$ cat config.mk
export PLATFORM = sky130hd
export DESIGN_NAME = apb_arbiter_master
export DESIGN_NICKNAME = d
export VERILOG_FILES = /design/src/rtl/apb_arbiter_master_pkg.sv /design/src/rtl/apb_rr_arb2.sv /design/src/rtl/apb_arbiter_master.sv
export SDC_FILE = /design/constraint.sdc
export NUM_CORES = 1
export LEC_CHECK = 0
export ABC_CLOCK_PERIOD_IN_PS = 3700
export BUFFER_PORTS_ARGS = -buffer_cell sky130_fd_sc_hd__buf_4
export CORE_ASPECT_RATIO = 1.5
export CORE_MARGIN = 2
export CORE_UTILIZATION = 25
export DETAILED_ROUTE_END_ITERATION = 10
export PLACE_DENSITY = 0.59
export SYNTH_ARGS = -nofsm -noshare
export SYNTH_HDL_FRONTEND = slang
export SYNTH_HIERARCHICAL = 1
export SYNTH_SLANG_ARGS = --single-unit
export TNS_END_PERCENT = 20
$ cat constraint.sdc
create_clock -name Pclk -period 3.7 [get_ports Pclk]
set_clock_uncertainty 0.1 [all_clocks]
set_input_delay 0.37 -clock Pclk [delete_from_list [all_inputs] [get_ports Pclk]]
set_output_delay 0.37 -clock Pclk [all_outputs]
set_load 0.05 [all_outputs]
$ cat src/rtl/apb_arbiter_master_pkg.sv
// Shared types and constants for the two-requester APB arbiter/master.
package apb_arbiter_master_pkg;

  localparam int unsigned DEF_DATA_W  = 16;
  localparam int unsigned DEF_TIMEOUT = 15;
  localparam int unsigned ADDR_W      = 4;
  localparam int unsigned REG_W       = 3;
  localparam int unsigned SEL_BIT     = 3;

  typedef enum logic [1:0] {
    ST_IDLE   = 2'd0,
    ST_SETUP  = 2'd1,
    ST_ACCESS = 2'd2
  } state_t;

  // Latched command of the granted requester
  typedef struct packed {
    logic              wr;
    logic [ADDR_W-1:0] addr;
  } cmd_t;

  // 0 selects slave1, 1 selects slave2
  function automatic logic slave_of(input logic [ADDR_W-1:0] addr);
    return addr[SEL_BIT];
  endfunction

endpackage

$ cat src/rtl/apb_rr_arb2.sv
// Two-way round-robin arbiter: last-grant pointer plus combinational grant.
module apb_rr_arb2 (
  input  logic       clk,
  input  logic       rst_n,
  input  logic [1:0] req,
  input  logic       upd,
  input  logic       upd_idx,
  output logic [1:0] gnt_c
);

  // 1 = requester 1 served last, so requester 0 wins a tie after reset
  logic last_q;

  always_ff @(posedge clk or negedge rst_n) begin
    if (!rst_n) begin
      last_q <= 1'b1;
    end else if (upd) begin
      last_q <= upd_idx;
    end
  end

  always_comb begin
    gnt_c = 2'b00;
    if (req == 2'b11) begin
      gnt_c = last_q ? 2'b01 : 2'b10;
    end else begin
      gnt_c = req;
    end
  end

endmodule

$ cat src/rtl/apb_arbiter_master.sv
// APB master shared by two requesters; round-robin arbitration, wait-state
// timeout with error reporting, registered completion pulses.
module apb_arbiter_master
  import apb_arbiter_master_pkg::*;
#(
  parameter int unsigned DATA_W  = DEF_DATA_W,
  parameter int unsigned TIMEOUT = DEF_TIMEOUT
) (
  input  logic              Pclk,
  input  logic              Prst,
  input  logic              req0,
  input  logic              req1,
  input  logic              wr0,
  input  logic              wr1,
  input  logic [ADDR_W-1:0] addr0,
  input  logic [ADDR_W-1:0] addr1,
  input  logic [DATA_W-1:0] wdata0,
  input  logic [DATA_W-1:0] wdata1,
  output logic              done0,
  output logic              done1,
  output logic [DATA_W-1:0] rdata,
  output logic              err,
  output logic [REG_W-1:0]  Paddr,
  output logic              Pwrite,
  output logic              Penable,
  output logic [DATA_W-1:0] Pwdata,
  output logic              Psel1,
  output logic              Psel2,
  input  logic [DATA_W-1:0] Prdata1,
  input  logic [DATA_W-1:0] Prdata2,
  input  logic              Pready1,
  input  logic              Pready2
);

  localparam int unsigned CNT_W = $clog2(TIMEOUT + 1);

  state_t            state_q, state_d;
  cmd_t              cmd_q;
  logic              owner_q;
  logic [CNT_W-1:0]  wcnt_q;
  logic [1:0]        req_vec;
  logic [1:0]        gnt;
  logic              sel_ready_c;
  logic [DATA_W-1:0] sel_rdata_c;
  logic              timeout_c;
  logic              finish_c;

  // A requester still sees its own done pulse this cycle, so its held request is ignored
  assign req_vec = {req1 & ~done1, req0 & ~done0};

  apb_rr_arb2 u_arb (
    .clk    (Pclk),
    .rst_n  (Prst),
    .req    (req_vec),
    .upd    (finish_c),
    .upd_idx(owner_q),
    .gnt_c  (gnt)
  );

  assign sel_ready_c = slave_of(cmd_q.addr) ? Pready2 : Pready1;
  assign sel_rdata_c = slave_of(cmd_q.addr) ? Prdata2 : Prdata1;
  assign timeout_c   = (state_q == ST_ACCESS) && !sel_ready_c
                       && (wcnt_q == CNT_W'(TIMEOUT - 1));
  assign finish_c    = (state_q == ST_ACCESS) && (sel_ready_c || timeout_c);

  assign Paddr  = cmd_q.addr[REG_W-1:0];
  assign Pwrite = cmd_q.wr;

  always_ff @(posedge Pclk or negedge Prst) begin
    if (!Prst) begin
      state_q <= ST_IDLE;
    end else begin
      state_q <= state_d;
    end
  end

  always_comb begin
    state_d = state_q;
    case (state_q)
      ST_IDLE:   if (|gnt) state_d = ST_SETUP;
      ST_SETUP:  state_d = ST_ACCESS;
      ST_ACCESS: if (finish_c) state_d = ST_IDLE;
      default:   state_d = ST_IDLE;
    endcase
  end

  // Bus, command and response registers
  always_ff @(posedge Pclk or negedge Prst) begin
    if (!Prst) begin
      cmd_q   <= '0;
      owner_q <= 1'b0;
      wcnt_q  <= '0;
      Pwdata  <= '0;
      Psel1   <= 1'b0;
      Psel2   <= 1'b0;
      Penable <= 1'b0;
      done0   <= 1'b0;
      done1   <= 1'b0;
      err     <= 1'b0;
      rdata   <= '0;
    end else begin
      done0 <= 1'b0;
      done1 <= 1'b0;
      err   <= 1'b0;
      case (state_q)
        ST_IDLE: begin
          if (|gnt) begin
            owner_q    <= gnt[1];
            cmd_q.wr   <= gnt[1] ? wr1 : wr0;
            cmd_q.addr <= gnt[1] ? addr1 : addr0;
            Pwdata     <= gnt[1] ? wdata1 : wdata0;
            Psel1      <= ~slave_of(gnt[1] ? addr1 : addr0);
            Psel2      <= slave_of(gnt[1] ? addr1 : addr0);
            wcnt_q     <= '0;
          end
        end
        ST_SETUP: begin
          Penable <= 1'b1;
        end
        ST_ACCESS: begin
          if (finish_c) begin
            Psel1   <= 1'b0;
            Psel2   <= 1'b0;
            Penable <= 1'b0;
            err     <= timeout_c;
            if (owner_q) done1 <= 1'b1;
            else         done0 <= 1'b1;
            if (sel_ready_c && !cmd_q.wr) rdata <= sel_rdata_c;
          end else begin
            wcnt_q <= wcnt_q + 1'b1;
          end
        end
        default: ;
      endcase
    end
  end

endmodule

==> results of run 1 <==
==> Yosys cell counts <==
cell,instances
mux2_2,64
dfrtp_1,50
mux2_4,10
nor2b_1,6
o21ai_0,6
buf_2,4
clkbuf_1,4
inv_1,4
nor2_1,4
buf_4,3
nand3_1,3
and3_1,2
buf_6,2
ha_1,2
nand2_1,2
nand4_1,2
nor3_1,2
o211ai_1,2
o311ai_0,2
a21boi_1,1
a21boi_2,1
a21oi_1,1
a311oi_1,1
a31oi_1,1
a32o_1,1
and2_1,1
clkinv_1,1
dfstp_2,1
inv_2,1
mux2i_1,1
mux2i_2,1
nand2b_1,1
nor3b_1,1
o211a_1,1
o21a_1,1
o21ai_2,1
or3_1,1
==> flip-flops by register name, summed over array words and instances (netlist names) <==
signal / flops
Paddr: 3
Penable: 1
Psel1: 1
Psel2: 1
Pwdata: 16
Pwrite: 1
cmd_q: 1
done0: 1
done1: 1
err: 1
owner_q: 1
rdata: 16
state_q: 2
u_arb/last_q: 1
wcnt_q: 4
==> worst max-delay path, stage by stage, from the launching register on <==
cell and delay, ns:
dfrtp_1 0.32, buf_4 0.26, mux2i_2 0.40, or3_1 0.74, mux2_2 0.41
==> cell families (layout without fill, tap and decap cells) <==
logic type,after synthesis,count (layout),synth area share (%)
adder cells (fa/ha/maj),2,2,0.972
buffers and inverters,19,138,3.99
AO/OA/AOI/OAI,19,19,5.35
flip-flops,51,51,49.6
AND/OR/NAND/NOR,25,25,5.30
multiplexers,76,76,34.8
==> report_power, final <==
part	switching (mW)	total (mW)	internal [mW]
logic	1.22	2.02	0.796
registers	0.167	0.991	0.824
clock network	0.211	0.466	0.255
total	1.60	3.47	1.88
==> routing by layer <==
| metal | vias up | routed length (microns) | part of all wire, % |
|---|---|---|---|
| li1 | 923 | - | - |
| met1 | 949 | 2350 | 39 |
| met2 | 81 | 3060 | 51 |
| met3 | 5 | 533 | 8.9 |
| met4 | 0 | 68 | 1.1 |
| met5 | - | 0 | 0 |
==> path summary, 6_finish.rpt <==
kind,startpoint,to,slack (ns),cells after the start
worst max-delay path,cmd_q[3]$_DFFE_PN0P_,rdata[1]$_DFFE_PN0P_,1.33,4
worst min register to register,owner_q$_DFFE_PN0P_,done0$_DFF_PN0_,0.38,1
max in group asynchronous,Prst,wcnt_q[3]$_DFFE_PN0P_,3.05,1
worst min-delay path,Prst,rdata[0]$_DFFE_PN0P_,-0.003,1
worst max register to register,cmd_q[3]$_DFFE_PN0P_,rdata[1]$_DFFE_PN0P_,1.33,4
min in group Pclk,Prdata2[9],rdata[9]$_DFFE_PN0P_,0.33,3
==> per-stage QoR <==
stage / hold WS [ns] / instances
6_report: -0.00285 / 428
5_1_grt: 0.0767 / 428
4_1_cts: 0.0395 / 428
3_3_place_gp: 0.352 / 420
3_5_place_dp: 0.353 / 420
2_1_floorplan: -0.0256 / 192
==> layout make-up <==
| class | count | area [sq um] | share of cell area (%) |
|---|---|---|---|
| inverters | 6 | 22.5 | 0.605 |
| well taps | 117 | 146 | 3.93 |
| clock inverters | 3 | 22.5 | 0.605 |
| flip-flops and latches | 51 | 1280 | 34.3 |
| repair buffers | 124 | 931 | 25.0 |
| clock buffers | 5 | 125 | 3.36 |
| multi-input cells | 122 | 1200 | 32.2 |
==> results_dict.tcl, run 1 <==
set metrics [dict create \
    start_util_pct 25.5 \
    cts_tree "yes" \
    power_density_mw_per_mm2 933 \
    layout_common_cells "buf_4, mux2_2, dfrtp_1" \
    layout_min_cycle_time_ns 2.37 \
    drtIter0Drc 51 \
    setup_viol 0 \
    grt.met3_usage_pct 3.41 \
    antenna_found_initial 0 \
    cts-resized-gates 0 \
    core_region_area_sq_mm 0.0101 \
    gp_congestion 0.763 \
    cts_hold_buffers 0 \
    critPathLaunchType "flop" \
    clk_pin_slew_ns 0.08 \
    finalHoldViolCount 3 \
    io_buffers 121 \
    cts_max_path_buffers 2 \
    yosysTopAreaCell "dfrtp_1" \
    drv_slew 0 \
    antenna_left 0 \
    design_area_sq_mm 0.00372 \
    drive_gt1_share_pct 68.2 \
    min_period_over_period_pct 64.0 \
    area_growth_pct 44.6 \
    p_leak_nw 1.78 \
    finalPower_mw 3.47 \
    setup_ws_ns 1.33 \
    ys_warn_count 6 \
    ctsRootBufferMaster "clkbuf_16" \
    cts.sinks 51 \
    hpwl_microns 4550 \
    die_area_sq_mm 0.0111 \
    globalRouteMet2Util_pct 19.2 \
    grt_util_met1_pct 12.5 \
    diodes 0 \
    drc 0 \
    grt_max_degree 52 \
    vias 1958 \
    busiest_layer "met2" \
    seq_area_frac_synth_pct 49.6 \
    synthDistinctLibCells 37 \
    fin_tns_setup_ns 0 \
    maxCapViolations 0 \
    hold_slack_ns -0.00285 \
    avgSynthCellArea_sq_um 13.4 \
    io_pins 122 \
    nets 392 \
    wl_per_cell_microns 14.0 \
    ys_seq_elements 51 \
    grt_pass1_vias 2117 \
    drt-total-wl_microns 6000 \
    synth_nets 274 \
    fmax_ghz 0.422 \
    failed_checks "hold timing" \
    ir_drop_mv 0.402 \
    final_util_pct 36.9 \
    worst_pin_slew_ns 0.868 \
    critPathMaxFanout 19 \
    h-tree-depth 2 \
    grt_pass1_wl_microns 9720 \
    crit_arrival_ns 2.44 \
    post_cts.repair.setup_buffers 0 \
    cp.required_ns 3.77 \
    crit_type "flop to flop" \
    mostFrequentLayoutCell "buf_4" \
    place_ws_ns 1.32 \
    rows 45 \
    fillers 972 \
    grtUsageTotal_pct 10.9 \
    grt_setup_unrepaired "false" \
    die_h_microns 128 \
    cts_buffers 5 \
    ys_top_cells_by_area "dfrtp_1, mux2_2, mux2_4, nor2b_1, o21ai_0" \
    grt_overflow 0 \
    relSlewSlack_pct 42.1 \
    synth.top_cell.area_share_pct 48.6 \
    synthCells 192 \
    status "finished, violations left" \
    clock_latency_ns 0.29 \
    die_w_microns 86.8 \
    synthesis.area_sq_mm 0.00257 \
    dr.pass1.iters 4 \
    cp-end-kind "flop" \
    via_per_inst 4.57 \
    hold_path_class "input pin to async pin" \
    placedInstanceArea_sq_mm 0.00357 \
]
Power figures use the tool's default switching activity.
==> inputs of run 2 (changes only) <==
- ABC_CLOCK_PERIOD_IN_PS: 3700 -> 2400
- clock period: 3.7 -> 2.4 ns (I/O delays scaled with it)
==> run 2 against run 1 <==
Effect of this change: the run now ends clean; total power increased by 56%; global-route usage increased by 0.44 points; register-to-register slack got worse by 0.96 ns; combinational power increased by 53%; die area unchanged.
==> results_dict.tcl, run 2 (synthesized netlist as in run 1, its figures left out) <==
set metrics [dict create \
    status "completed" \
    cts.sinks 51 \
    crit_type "flop to flop" \
    antenna_left 0 \
    rows 45 \
    hp-start "wdata1[6]" \
    finalHoldViolCount 0 \
    r2r-end "Pwdata[9]$_DFFE_PN0P_" \
    cts_buffers 5 \
    dr.pass1.iters 4 \
    worstHoldEndpoint "Pwdata[6]$_DFFE_PN0P_" \
    core_region_area_sq_mm 0.0101 \
    path_buf_inv 1 \
    ir_drop_mv 0.629 \
    hpwl_microns 4670 \
    grt_pass1_vias 2098 \
    clock_latency_ns 0.29 \
    cp-end-kind "flop" \
    seq_power_share_pct 28.6 \
    setup_ws_ns 0.370 \
    io_buffers 121 \
    place_ws_ns 0.370 \
    drc 0 \
    nets 395 \
    diodes 0 \
    largestRegisters "Pwdata (16), rdata (16), wcnt_q (4)" \
    ctsRootBufferMaster "clkbuf_16" \
    placedInstanceArea_sq_mm 0.00359 \
    layout_common_cells "buf_4, mux2_2, dfrtp_1" \
    vias 1977 \
    multi_input_area_sq_mm 0.00120 \
    grt_setup_unrepaired "false" \
    relSlewSlack_pct 55.3 \
    cts_max_path_buffers 2 \
    critPathMaxFanout 21 \
    h-tree-depth 2 \
    final_util_pct 37.3 \
    start_util_pct 25.5 \
    drtIter0Drc 49 \
    die_h_microns 128 \
    regArea_sq_mm 0.00128 \
    critPathTopFamily "multiplexers" \
    drive_gt1_share_pct 67.8 \
    cts-resized-gates 0 \
    die_w_microns 86.8 \
    clk_pin_slew_ns 0.07 \
    drt-total-wl_microns 6270 \
    switching_share_pct 45.4 \
    finalPower_mw 5.41 \
    cts_tree "yes" \
    wl_per_cell_microns 14.6 \
    final_cells 431 \
    cpMaxStageDelayCell "dfrtp_1" \
    mostFrequentLayoutCell "buf_4" \
    fmax_ghz 0.493 \
    io_pins 122 \
    worst_pin_slew_ns 0.670 \
    area_growth_pct 45.9 \
    drv_slew 0 \
    crit_arrival_ns 2.11 \
    fillers 998 \
    internal-power_mw 2.96 \
    gp_congestion 0.693 \
    maxCapViolations 0 \
    placed_cells 422 \
    power_density_mw_per_mm2 1440 \
    path_cells "nor2b_1, a21boi_2, buf_4, mux2_2, mux2_2" \
    cp.required_ns 2.48 \
    critPathLaunchType "flop" \
    min_period_over_period_pct 84.6 \
    hold_slack_ns 0.202 \
    design_area_sq_mm 0.00376 \
    grtUsageTotal_pct 11.3 \
    r2r_slack_ns 0.37 \
    p_leak_nw 1.80 \
    power.switching_mw 2.46 \
    hold_path_class "input pin to flop" \
    r2r_cells 5 \
    die_area_sq_mm 0.0111 \
    fin_tns_setup_ns 0 \
    antenna_found_initial 0 \
    p_clk_share_pct 14.1 \
    min_path_cells 3 \
    p_comb_share_pct 57.3 \
    critical_path.most_common_cell "mux2_2" \
    layout_min_cycle_time_ns 2.03 \
    via_per_inst 4.59 \
    cpPeakStageDelay_ns 0.39 \
    setup_viol 0 \
    grt_overflow 0 \
    grt_pass1_wl_microns 9870 \
    grt_max_degree 52 \
    timing.rr.start "done1$_DFF_PN0_" \
]
## run 2: cell count changes in the layout (fill, tap and decap cells not counted)
cell | previous run | this run
buf_4 | 124 | 126
clkbuf_8 | 0 | 2
inv_6 | 2 | 0
clkbuf_1 | 0 | 1
clkinv_2 | 1 | 0
dlygate4sd3_1 | 0 | 1
## run 2: power groups by stage
stage,Clock (mW),Sequential [mW],Combinational [mW]
global placement,0,1.56,3.11
detailed placement,0,1.57,3.15
floorplan,0,2.60,1.20
global route,0.822,1.62,3.28
finish,0.762,1.55,3.10
CTS,0.798,1.56,3.15
## run 2: routing by layer
metal,routed length (microns),GRT usage [%],vias to the layer above
li1,-,-,925
met1,2470,12.9,968
met4,97,4.14,0
met5,0,0,-
met2,3170,19.2,78
met3,535,4.19,6
## run 2: how the worst max path moves through the flow
| stage | startpoint | endpoint | slack (ns) | cells after the start |
|---|---|---|---|---|
| final | done1$_DFF_PN0_ | Pwdata[9]$_DFFE_PN0P_ | 0.37 | 5 |
| after global routing | done0$_DFF_PN0_ | Paddr[2]$_DFFE_PN0P_ | 0.23 | 6 |
| after CTS | done1$_DFF_PN0_ | Pwdata[9]$_DFFE_PN0P_ | 0.36 | 5 |
| after detailed placement | cmd_q[3]$_DFFE_PN0P_ | rdata[3]$_DFFE_PN0P_ | 0.37 | 4 |
| after global placement | cmd_q[3]$_DFFE_PN0P_ | rdata[3]$_DFFE_PN0P_ | 0.39 | 4 |
| after floorplan | done1$_DFF_PN0_ | Paddr[0]$_DFFE_PN0P_ | 0.05 | 6 |
## run 2: repair_timing
action | CTS | global route
hold buffers | 1 | 0
setup buffers | 0 | 0
hold endpoints to repair | 50 | 0
## run 2: tightest hold or removal path: stages
cell and delay (ns):
buf_4 0.07, mux2_2 0.12, mux2_2 0.13
## run 2: final cells by class
| cell class | count | share of cell area (%) |
|---|---|---|
| Sequential cell | 51 | 34.0 |
| Multi-Input combinational cell | 122 | 31.9 |
| Timing Repair Buffer | 127 | 25.4 |
| Clock buffer | 8 | 4.16 |
| Tap cell | 117 | 3.90 |
| Inverter | 6 | 0.600 |
